===== src/rtl/uart_frame_rx_pkg.sv =====
// Shared definitions for the framed UART receiver and its CRC helper.
package uart_frame_rx_pkg;

    // Receiver FSM states.
    typedef enum logic [1:0] {
        ST_IDLE     = 2'd0,
        ST_RECEIVE  = 2'd1,
        ST_OVERFLOW = 2'd2,
        ST_CHECK    = 2'd3
    } rx_state_t;

    // CRC-16/CCITT generator polynomial (x^16 + x^12 + x^5 + 1).
    localparam logic [15:0] CRC_POLY = 16'h1021;

    // Trailing CRC bytes carried after the payload in every frame.
    localparam int FRAME_OVERHEAD = 2;

endpackage


===== src/rtl/crc16_ccitt_byte.sv =====
// One-byte step of CRC-16/CCITT-FALSE (MSB first, no reflection).
// Purely combinational so the transmit framer can share it.
module crc16_ccitt_byte
    import uart_frame_rx_pkg::*;
(
    input  logic [15:0] crc_in,
    input  logic [7:0]  data,
    output logic [15:0] crc_out
);

    // w_stage[k] is the register value after k bit shifts.
    logic [15:0] w_stage [9];

    // Data byte enters at the top of the register, then eight shifts.
    assign w_stage[0] = crc_in ^ {data, 8'h00};

    genvar gi;
    generate
        for (gi = 0; gi < 8; gi++) begin : g_bit
            assign w_stage[gi + 1] = w_stage[gi][15]
                                   ? ({w_stage[gi][14:0], 1'b0} ^ CRC_POLY)
                                   : {w_stage[gi][14:0], 1'b0};
        end
    endgenerate

    assign crc_out = w_stage[8];

endmodule


===== src/rtl/uart_frame_rx.sv =====
// Framed byte receiver: collects PAYLOAD_BYTES bytes plus a CRC-16 trailer
// while rx_frame_n is low and publishes the payload only when the CRC matches.
module uart_frame_rx
    import uart_frame_rx_pkg::*;
#(
    parameter int          PAYLOAD_BYTES = 16,
    parameter logic [15:0] CRC_INIT      = 16'hFFFF
)(
    input  logic                       CLK,
    input  logic                       RST,
    input  logic                       rx_frame_n,
    input  logic                       rx_data_ready,
    input  logic [7:0]                 rx_data,
    output logic [8*PAYLOAD_BYTES-1:0] payload_o,
    output logic                       frame_valid_o,
    output logic                       crc_error_o,
    output logic                       length_error_o,
    output logic                       busy_o
);

    localparam int FRAME_LEN = PAYLOAD_BYTES + FRAME_OVERHEAD;
    localparam int CW        = $clog2(FRAME_LEN + 1);
    localparam logic [CW-1:0] CNT_PAY  = CW'(PAYLOAD_BYTES);
    localparam logic [CW-1:0] CNT_LAST = CW'(FRAME_LEN - 1);
    localparam logic [CW-1:0] CNT_FULL = CW'(FRAME_LEN);

    logic                       r_sync1;
    logic                       r_sync2;
    logic                       w_frame_active;
    rx_state_t                  r_state;
    rx_state_t                  w_state_next;
    logic [CW-1:0]              r_count;
    logic [15:0]                r_crc;
    logic [15:0]                r_rx_crc;
    logic [15:0]                w_crc_step;
    logic [15:0]                w_rx_crc_final;
    logic [8*PAYLOAD_BYTES-1:0] r_buf;
    logic [8*PAYLOAD_BYTES-1:0] r_payload;
    logic                       r_frame_valid;
    logic                       r_crc_error;
    logic                       r_length_error;
    logic                       w_take;
    logic                       w_start;
    logic                       w_len_ok;
    logic                       w_crc_match;
    logic                       w_valid_next;
    logic                       w_crc_err_next;
    logic                       w_len_err_next;

    crc16_ccitt_byte u_crc (
        .crc_in  (r_crc),
        .data    (rx_data),
        .crc_out (w_crc_step)
    );

    // Two-flop synchronizer for the asynchronous frame enable; idles high.
    always_ff @(posedge CLK) begin
        if (RST) begin
            r_sync1 <= 1'b1;
            r_sync2 <= 1'b1;
        end else begin
            r_sync1 <= rx_frame_n;
            r_sync2 <= r_sync1;
        end
    end

    assign w_frame_active = ~r_sync2;

    // A byte is stored only in RECEIVE and only while there is room for it.
    assign w_take = (r_state == ST_RECEIVE) && rx_data_ready && (r_count != CNT_FULL);

    // A byte arriving together with the frame end still counts toward the length.
    assign w_len_ok = ((r_count == CNT_FULL) && !rx_data_ready) ||
                      ((r_count == CNT_LAST) && rx_data_ready);

    // The final CRC byte may land in the same cycle as the frame end.
    assign w_rx_crc_final = (w_take && (r_count == CNT_LAST)) ? {r_rx_crc[7:0], rx_data}
                                                               : r_rx_crc;
    assign w_crc_match    = (r_crc == w_rx_crc_final);

    // FSM state register.
    always_ff @(posedge CLK) begin
        if (RST) begin
            r_state <= ST_IDLE;
        end else begin
            r_state <= w_state_next;
        end
    end

    // Next-state logic and the verdict for the frame that is ending.
    always_comb begin
        w_state_next   = r_state;
        w_start        = 1'b0;
        w_valid_next   = 1'b0;
        w_crc_err_next = 1'b0;
        w_len_err_next = 1'b0;
        case (r_state)
            ST_IDLE: begin
                if (w_frame_active) begin
                    w_state_next = ST_RECEIVE;
                    w_start      = 1'b1;
                end
            end
            ST_RECEIVE: begin
                if (!w_frame_active) begin
                    if (w_len_ok) begin
                        w_state_next   = ST_CHECK;
                        w_valid_next   = w_crc_match;
                        w_crc_err_next = !w_crc_match;
                    end else begin
                        w_state_next   = ST_IDLE;
                        w_len_err_next = 1'b1;
                    end
                end else if (rx_data_ready && (r_count == CNT_FULL)) begin
                    w_state_next = ST_OVERFLOW;
                end
            end
            ST_OVERFLOW: begin
                if (!w_frame_active) begin
                    w_state_next   = ST_IDLE;
                    w_len_err_next = 1'b1;
                end
            end
            ST_CHECK: begin
                w_state_next = ST_IDLE;
            end
            default: begin
                w_state_next = ST_IDLE;
            end
        endcase
    end

    // Byte counter, running CRC over the payload, and the received CRC trailer.
    always_ff @(posedge CLK) begin
        if (RST) begin
            r_count  <= '0;
            r_crc    <= CRC_INIT;
            r_rx_crc <= '0;
        end else if (w_start) begin
            r_count  <= '0;
            r_crc    <= CRC_INIT;
            r_rx_crc <= '0;
        end else if (w_take) begin
            r_count <= r_count + 1'b1;
            if (r_count < CNT_PAY) begin
                r_crc <= w_crc_step;
            end else begin
                r_rx_crc <= {r_rx_crc[7:0], rx_data};
            end
        end
    end

    // Working payload buffer; contents only matter once a frame is judged good.
    always_ff @(posedge CLK) begin
        for (int i = 0; i < PAYLOAD_BYTES; i++) begin
            if (w_take && (r_count == CW'(i))) begin
                r_buf[8*i +: 8] <= rx_data;
            end
        end
    end

    // Result pulses and the published payload, updated only for a good frame.
    always_ff @(posedge CLK) begin
        if (RST) begin
            r_payload      <= '0;
            r_frame_valid  <= 1'b0;
            r_crc_error    <= 1'b0;
            r_length_error <= 1'b0;
        end else begin
            r_frame_valid  <= w_valid_next;
            r_crc_error    <= w_crc_err_next;
            r_length_error <= w_len_err_next;
            if (w_valid_next) begin
                r_payload <= r_buf;
            end
        end
    end

    assign payload_o      = r_payload;
    assign frame_valid_o  = r_frame_valid;
    assign crc_error_o    = r_crc_error;
    assign length_error_o = r_length_error;
    assign busy_o         = (r_state != ST_IDLE);

endmodule


===== config.mk =====
export PLATFORM = sky130hd
export DESIGN_NAME = uart_frame_rx
export DESIGN_NICKNAME = d
export VERILOG_FILES = /design/src/rtl/uart_frame_rx_pkg.sv /design/src/rtl/crc16_ccitt_byte.sv /design/src/rtl/uart_frame_rx.sv
export SDC_FILE = /design/constraint.sdc
export NUM_CORES = 1
export LEC_CHECK = 0
export CORE_MARGIN = 1.5
export CORE_UTILIZATION = 45
export DETAILED_ROUTE_END_ITERATION = 8
export GPL_ROUTABILITY_DRIVEN = 0
export GPL_TIMING_DRIVEN = 1
export PLACE_DENSITY = 0.67
export SLEW_MARGIN = 30
export SYNTH_ARGS = -nofsm -noshare
export SYNTH_HDL_FRONTEND = slang
export SYNTH_SLANG_ARGS = --single-unit

===== constraint.sdc =====
create_clock -name CLK -period 6.36 [get_ports CLK]
set_input_delay 1.272 -clock CLK [delete_from_list [all_inputs] [get_ports CLK]]
set_output_delay 1.272 -clock CLK [all_outputs]
set_load 0.01 [all_outputs]

== Yosys cells after proc, flatten, opt, wreduce, memory -nomap -nowiden ==
Index checks and enable logic that the tools add are counted.
Cells by class
  order comparisons: 1
  mux-type cells: 24
  add/sub/neg operators: 1
  eq/ne operators: 25
  bitwise logic cells: 13
  reductions and logical operators: 33
Operator list (number)
  $mux W13: 8
  $eq A5 B4 Y1 const B: 8
  $not A3 Y3: 8
  $logic_and A1 B1 Y1: 22
  $eq A5 B3 Y1 const B: 4
  $eq A16 B16 Y1: 1
  $mux W16: 1
  $xor A16 B16 Y16: 1
  $eq A5 B2 Y1 const B: 2
  $eq A5 B5 Y1 const B: 2
  $mux W2: 5
  $mux W1: 8
  $pmux W2 S4: 1
  $add A5 B1 Y5 const B: 1
  $eq A5 B1 Y1 const B: 1
  $logic_not A5 Y1: 1
  $lt A5 B5 Y1 const B: 1
  $ne A5 B5 Y1 const B: 1
  $eq A2 B2 Y1 const B: 2
  $ne A2 B2 Y1 const B: 2
  $not A1 Y1: 4
  $reduce_and A2 Y1: 2
  $reduce_or A4 Y1: 1
  $ne A3 B2 Y1 const B: 1
  8 further kinds: 9
Word-level totals
  output and inout bits: 132
  input bits: 12
  bits in registers: 300

== Depth between registers and ports, before layout ==
Gate-level depths: netlist of run 1.
  word-level depth: 17
  depth in mapped cells: 11

== Cells and area by module ==
From an unflattened synthesis of run 1, not the netlist that was laid out.
Second synthesis, totals
  cells, all modules: 1057
  area total of the unflattened synthesis: 12051.6 um^2
By module, submodules not included
  uart_frame_rx: sequential area each 7287.0 um^2, instances 1, area an instance 11682.5 um^2, cells each 1032
  crc16_ccitt_byte: sequential area each 0.0 um^2, instances 1, area an instance 369.1 um^2, cells each 25

== Least setup slack after synthesis of run 1 ==
Ideal clock, no wire load.
  path type: in2reg
  from: input rx_data_ready
  to: register r_buf[0], enable pin
  path buffers: 0
  cell stages on the path: 4
  slack: 3.558 ns
  library setup time: 0.383 ns
  arrival time: 2.419 ns
  path through: nand2_1 nor2_1 nand2_1 nor3_1
On the way
  cells in the longest elaborated chain, start to end: 3
Ends and longest elaborated chain
  from (decl): line uart_frame_rx.sv:12  | input logic rx_data_ready,
  $logic_and A1 B1 Y1 (2 in a row): line uart_frame_rx.sv:70  | assign w_take = (r_state == ST_RECEIVE) && rx_data_ready && (r_count != CNT_FULL);
  $logic_and A1 B1 Y1: line uart_frame_rx.sv:156  | if (w_take && (r_count == CW'(i))) begin
  to (signal, indexed assignment): line uart_frame_rx.sv:157  | r_buf[8*i +: 8] <= rx_data;
  to (decl): line uart_frame_rx.sv:37  | logic [8*PAYLOAD_BYTES-1:0] r_buf;
Every way passes these cells.
A chain may end at the register's enable or synchronous reset.

== Final worst setup path of run 1 ==
  from: input rx_data_ready
  to: register r_payload[108] (netlist: payload_o[108])
On the way
  cells in the longest elaborated chain, start to end: 8
  elaborated cells between the ends (all ways): 12
  those cells by class: eq/ne: 1; mux: 4; reduce/logical: 7
Ends and longest elaborated chain
  $logic_and A1 B1 Y1 (2 in a row): line uart_frame_rx.sv:70
  $logic_and A1 B1 Y1: line uart_frame_rx.sv:77  | assign w_rx_crc_final = (w_take && (r_count == CNT_LAST)) ? {r_rx_crc[7:0], rx_data}
  $mux W16: line uart_frame_rx.sv:77
  $eq A16 B16 Y1: line uart_frame_rx.sv:79  | assign w_crc_match = (r_crc == w_rx_crc_final);
  $mux W1 (*): line uart_frame_rx.sv:106  | if (w_len_ok) begin
  $mux W1 (*): line uart_frame_rx.sv:105  | if (!w_frame_active) begin
  $mux W1 (*): line uart_frame_rx.sv:97  | case (r_state)
  to (signal assigned): line uart_frame_rx.sv:174  | r_payload <= r_buf;
  to (decl): line uart_frame_rx.sv:38  | logic [8*PAYLOAD_BYTES-1:0] r_payload;
Mark *: on every way between the ends. The rest lies on a longest branch, timed or not.

==> impl_metrics.ini, run 1 <==
[critical_path]
worst-endpoint-arrival_ns = 4.31
worst-endpoint-required_ns = 6.83
worstReg2RegStart = r_count[4]
crit_path_start = rx_data_ready
timing_worst_setup_path_type = primary input to register
worstSetupStartpointType = primary input
worstPathMaxFanout = 46
setup.worst_path.end_class = register

[yosys]
synthesis.area_per_instance_um2 = 11.28
synthesis.area_um2 = 11800
synth_nets = 1067
post_synthesis_sequential_element_count = 300
synth_async_sr_flop_share = 0
synth_edf_count = 128
seq_area_frac_synth = 0.6178
yosys_warnings = 0
netlist_top_cells_area = edfxtp_1, dfxtp_1, o31ai_1
synth.lib_cells_used.distinct = 45
synth_top_area_share = 0.3259
synthesis.instances = 1046
synthFlopType = dfxtp_1
dominant_cell_type_by_area_after_synthesis = edfxtp_1

[job]
max-cap-violations = 0

[timing]
relSlewSlack = 0.3742
timing.setup.tns_ns = 0
fin_ws_ns = 2.520
tightest_slew_ns = 0.9387
finalSetupViolCount = 0
max_frequency_ghz = 0.2604
fin_worst_skew_ns = 0.008591
final.period_utilization = 0.6038
timing.final.hold_violations = 0
timing.final.crit_period_ns = 3.840
timing_max_transition_violations_final = 0
rsz0062_at_grt = no

[floorplan]
die_h_um = 164.9
die_w_um = 164.9
starting_density_of_the_core = 0.4552
core-area_um2 = 25910
ioPinCount = 144
num_rows = 59
floorplan.die_area_um2 = 27190

[grt]
grt_start_max_net_pins = 95
grt_pass1_wl_mm = 48.04
antenna_found_initial = 0
grt.overflow.total = 0
number_of_global_route_vias_before_repair = 8537
global_route.usage.total = 0.2251

[clock_network]
clock-sinks = 300
clock_tree.htree_level_count = 1
cts.repair.resized = 0
worst_setup_hold_path_clk_slew_ns = 0.06
cts.hold.buffers_added = 0
clockRootBuffer = clkbuf_16
post_cts.repair.setup_buffers = 0
clock_tree_from_tritoncts = done
tritoncts_buffers = 30
clockBufferDepth = 3
clk_latency_ns = 0.55

[layout]
layout.cells.most_common = dfxtp_1
final_nets = 1159
final_core_util = 0.5545
multi_input_logic_area_um2 = 4003
most-common-layout-cells = dfxtp_1, a21oi_1, clkdlybuf4s50_1
drive_above_1_share = 0.06804
final_design_area_no_fill_um2 = 14370
antenna-diode-count = 0
n_fill_cell = 2197
layout-area-overhead-vs-synth_pct = 21.82
area.sequential_um2 = 7287

[route]
avgRoutedWirePerCell_um = 20.55
via_count = 8972
routed_wirelength_mm = 30.75
drcViolationCount = 0
dr.first_iter.drc_count = 951
drtPass1Iterations = 9
final_antenna_net_count = 0
average_vias_per_placed_instance = 5.997

[power]
leakage_nw = 4.435
power-per-cell-area_nw_per_um2 = 267.4
vdd_drop_max_uv = 212.1

[place]
placement.setup.worst_slack_ns = 1.914
place_hpwl_mm = 17.57
dpl-instance-area_um2 = 13430
io_buffer_count = 143

[hold_path]
hold_start = r_sync1
hp-class = register to register

[outcome]
outcome = completed
Yosys cell counts (all sizes together) (12+ instances only):
cell and instances:
o211ai 15, o31ai 128, xor2 24, inv 12, nand2 45, nor2 19, edfxtp 128, buf 76
xnor2 26, a21oi 152, nand3 23, clkbuf 36, dfxtp 172, nand4 131
critical path, stage by stage:
cell and delay (ns):
clkdlybuf4s50_1 0.52, nand4b_1 0.17, nor2_1 0.12, nor4_1 0.69, o22a_4 0.56, buf_12 0.29, buf_4 0.33, nand4_1 0.14
a21oi_1 0.16
sequential cells by signal, summed over array words and instances, names as in the netlist, 2 cells and up:
| register | count |
|---|---|
| r_crc | 16 |
| r_state | 2 |
| r_rx_crc | 16 |
| r_count | 5 |
| payload_o | 128 |
| r_buf | 128 |
final timing paths:
path                          to  slack [ns]  depth (start not counted)
setup / recovery  payload_o[108]        2.52                          9
hold / removal           r_sync2        0.41                          1
setup reg to reg  payload_o[108]        2.79                          8
hold reg to reg          r_sync2        0.41                          1
metal layers:
metal	global-route usage	vias to the layer above	wire length (um)
met5	0	-	0
met4	0.06429	0	672
met3	0.03340	58	1804
met2	0.3654	329	14760
met1	0.3133	4397	13510
li1	-	4188	-
power breakdown:
part	total (mW)	switching, mW	internal [mW]
Combinational	0.170	0.110	0.0605
Clock	1.63	0.696	0.932
Sequential	2.04	0.0219	2.02
stage by stage:
stage / std cells / total power, mW / hold WS [ns]
after floorplan: 1046 / 2.188 / 0.3895
after global placement: 1437 / 2.251 / 0.3969
after detailed placement: 1439 / 2.253 / 0.3963
after CTS: 1494 / 3.856 / 0.4060
after global routing: 1496 / 3.960 / 0.4215
final: 1496 / 3.843 / 0.4072
cell type report:
cell class                      instances  area share
Timing Repair Buffer                  172      0.1195
Inverter                               12    0.003135
Multi-Input combinational cell        622      0.2786
Clock buffer                           52     0.06156
Clock inverter                          3   0.0009579
Tap cell                              335     0.02917
Sequential cell                       300      0.5071
cell families (layout without fill, tap and decap cells):
family          count (synthesis)  count (layout)  synth area share
compound gates                314             314            0.1689
xor+xnor                       50              50           0.03713
mux                             3               3          0.002758
fa+ha+maj                       9               9          0.009547
buf+inv                       124             239           0.04837
simple gates                  246             246            0.1155
flops                         300             300            0.6178
(Power assumes the default switching activity.)
==> run 2, diff against run 1 <==
- PLACE_DENSITY: 0.67 -> 0.69
- clock period: 6.36 -> 3.3 ns (I/O delays scaled with it)
==> run 2 against run 1 <==
Net effect:
- via count about the same
- first-iteration DRC count up 0.74%
- final cell count up 1.9%
- critical endpoint is now payload_o[12]
- sequential share of layout area down 1.3 points
- combinational power up 110%
- clock skew up 0.010 ns
- register-to-register slack worse by 2.3 ns
- die area unchanged
- power up 97%
- utilization up 1.4 points
- clock-buffer cell count down 5
- global-route usage down 0.43 points
==> impl_metrics.ini, run 2 (synthesis gave the netlist of run 1 again) <==
[job]
max-cap-violations = 0

[clock_network]
clk_latency_ns = 0.55
post_cts.repair.setup_buffers = 0
clock_tree_from_tritoncts = done
clock_tree.htree_level_count = 1
cts.repair.resized = 0
tritoncts_buffers = 31
worst_setup_hold_path_clk_slew_ns = 0.06
clockBufferDepth = 3
clockRootBuffer = clkbuf_16
cts.hold.buffers_added = 0
clock-sinks = 300

[hold_path]
min_to = r_sync2
hold_start = r_sync1
min_path_cells = 1
hp-class = register to register

[layout]
layout-area-overhead-vs-synth_pct = 24.97
most-common-layout-cells = dfxtp_1, a21oi_1, clkdlybuf4s50_1
layout.cells.most_common = dfxtp_1
final_nets = 1185
final_core_util = 0.5689
drive_above_1_share = 0.09007

[route]
wl_met2_mm = 14.79
wl_met3_mm = 1.623
avgRoutedWirePerCell_um = 19.92
via_count = 8969
wl_met1_mm = 13.47
drtPass1Iterations = 8
routed_wirelength_mm = 30.37
final_antenna_net_count = 0
average_vias_per_placed_instance = 5.885
top_layer = met4
drcViolationCount = 0
dr.first_iter.drc_count = 958

[floorplan]
ioPinCount = 144
die_w_um = 164.9
die_h_um = 164.9
starting_density_of_the_core = 0.4552
floorplan.die_area_um2 = 27190
num_rows = 59
core-area_um2 = 25910

[place]
placement.setup.worst_slack_ns = 0.1116
io_buffer_count = 143
place_hpwl_mm = 18.58

[power]
p_sw_frac = 0.2147
share_comb_of_total_power = 0.046
netSwitchingPower_mw = 1.629
leakage_nw = 4.640
power-per-cell-area_nw_per_um2 = 514.6
sequential_power_share = 0.519
vdd_drop_max_uv = 412.4
power_mw = 7.586
share_of_power_burned_in_the_clock_network = 0.435
cell_internal_pwr_mw = 5.957

[grt]
number_of_global_route_vias_before_repair = 8407
grt_pass1_wl_mm = 46.99
antenna_found_initial = 1
grt_start_max_net_pins = 87
grt.overflow.total = 0
global_route.usage.total = 0.2208

[timing]
timing.final.hold_violations = 0
timing_max_transition_violations_final = 0
rsz0062_at_grt = no
tightest_slew_ns = 0.7472
final.period_utilization = 0.8441
relSlewSlack = 0.5000
whs_ns = 0.4179
fin_ws_ns = 0.5144
finalSetupViolCount = 0
timing.setup.tns_ns = 0
timing.final.crit_period_ns = 2.786
fin_worst_skew_ns = 0.01906
max_frequency_ghz = 0.3590

[critical_path]
capture_instance_of_the_worst_register_to_register_path = payload_o[12]
worst-endpoint-required_ns = 3.70
rrSetupSlack_ns = 0.51
crit_path_top_delay_cell = dfxtp_1
worstReg2RegStart = r_count[0]
worst-path-buf-inv = 2
setup.worst_path.end_class = register
worstPathMaxFanout = 37
worst_path_dominant_cell_family = compound AO/OA/AOI/OAI gates
ff2ff_path_depth = 9
path_cells = inv_1, ha_1, nand4b_1, nor2_1, mux2i_1, o22ai_4, buf_12, o31ai_1, a21oi_1
timing_worst_setup_path_type = register to register
worst-endpoint-arrival_ns = 3.19
timing.critical_path.slowest_cell_delay_ns = 0.43
worstSetupStartpointType = register

[outcome]
outcome = completed
## run 2: power groups by stage
stage               Clock [mW]  Sequential [mW]  Combinational (mW)
finish                    3.30             3.93               0.351
global route              3.49             3.94               0.382
CTS                       3.34             3.93               0.352
detailed placement           0             4.01               0.347
global placement             0             4.01               0.343
floorplan                    0             4.00               0.213
## run 2: worst max-delay path by stage
stage	startpoint	endpoint	slack, ns	cells after the start
after global routing	r_count[0]	payload_o[12]	0.30	9
after global placement	rx_data_ready	payload_o[31]	0.17	8
after detailed placement	rx_data_ready	payload_o[27]	0.11	8
after CTS	r_count[0]	payload_o[27]	0.50	9
after floorplan	r_count[0]	payload_o[107]	1.02	10
final	r_count[0]	payload_o[12]	0.51	9
## run 2: area by class of cell
class,count,area (um^2)
inverter,12,45.04
sequential,300,7287
antenna,1,2.502
tap,335,419.2
clock inverter,10,70.07
clock buffer,47,897.1
timing repair buffer,197,2022
fill,2153,11170
multi-input combinational,622,3998
## run 2: routing by layer
metal / vias to the layer above / track usage
met4: 0 / 0.05283
met5: - / 0
met1: 4415 / 0.3084
met2: 277 / 0.3634
li1: 4237 / -
met3: 40 / 0.03014
## run 2: per-stage QoR
| step | std cells | cell area [um^2] |
|---|---|---|
| after CTS | 1523 | 14740 |
| after global routing | 1523 | 14740 |
| final | 1524 | 14740 |
| after detailed placement | 1466 | 13770 |
| after global placement | 1466 | 13770 |
| after floorplan | 1046 | 11800 |
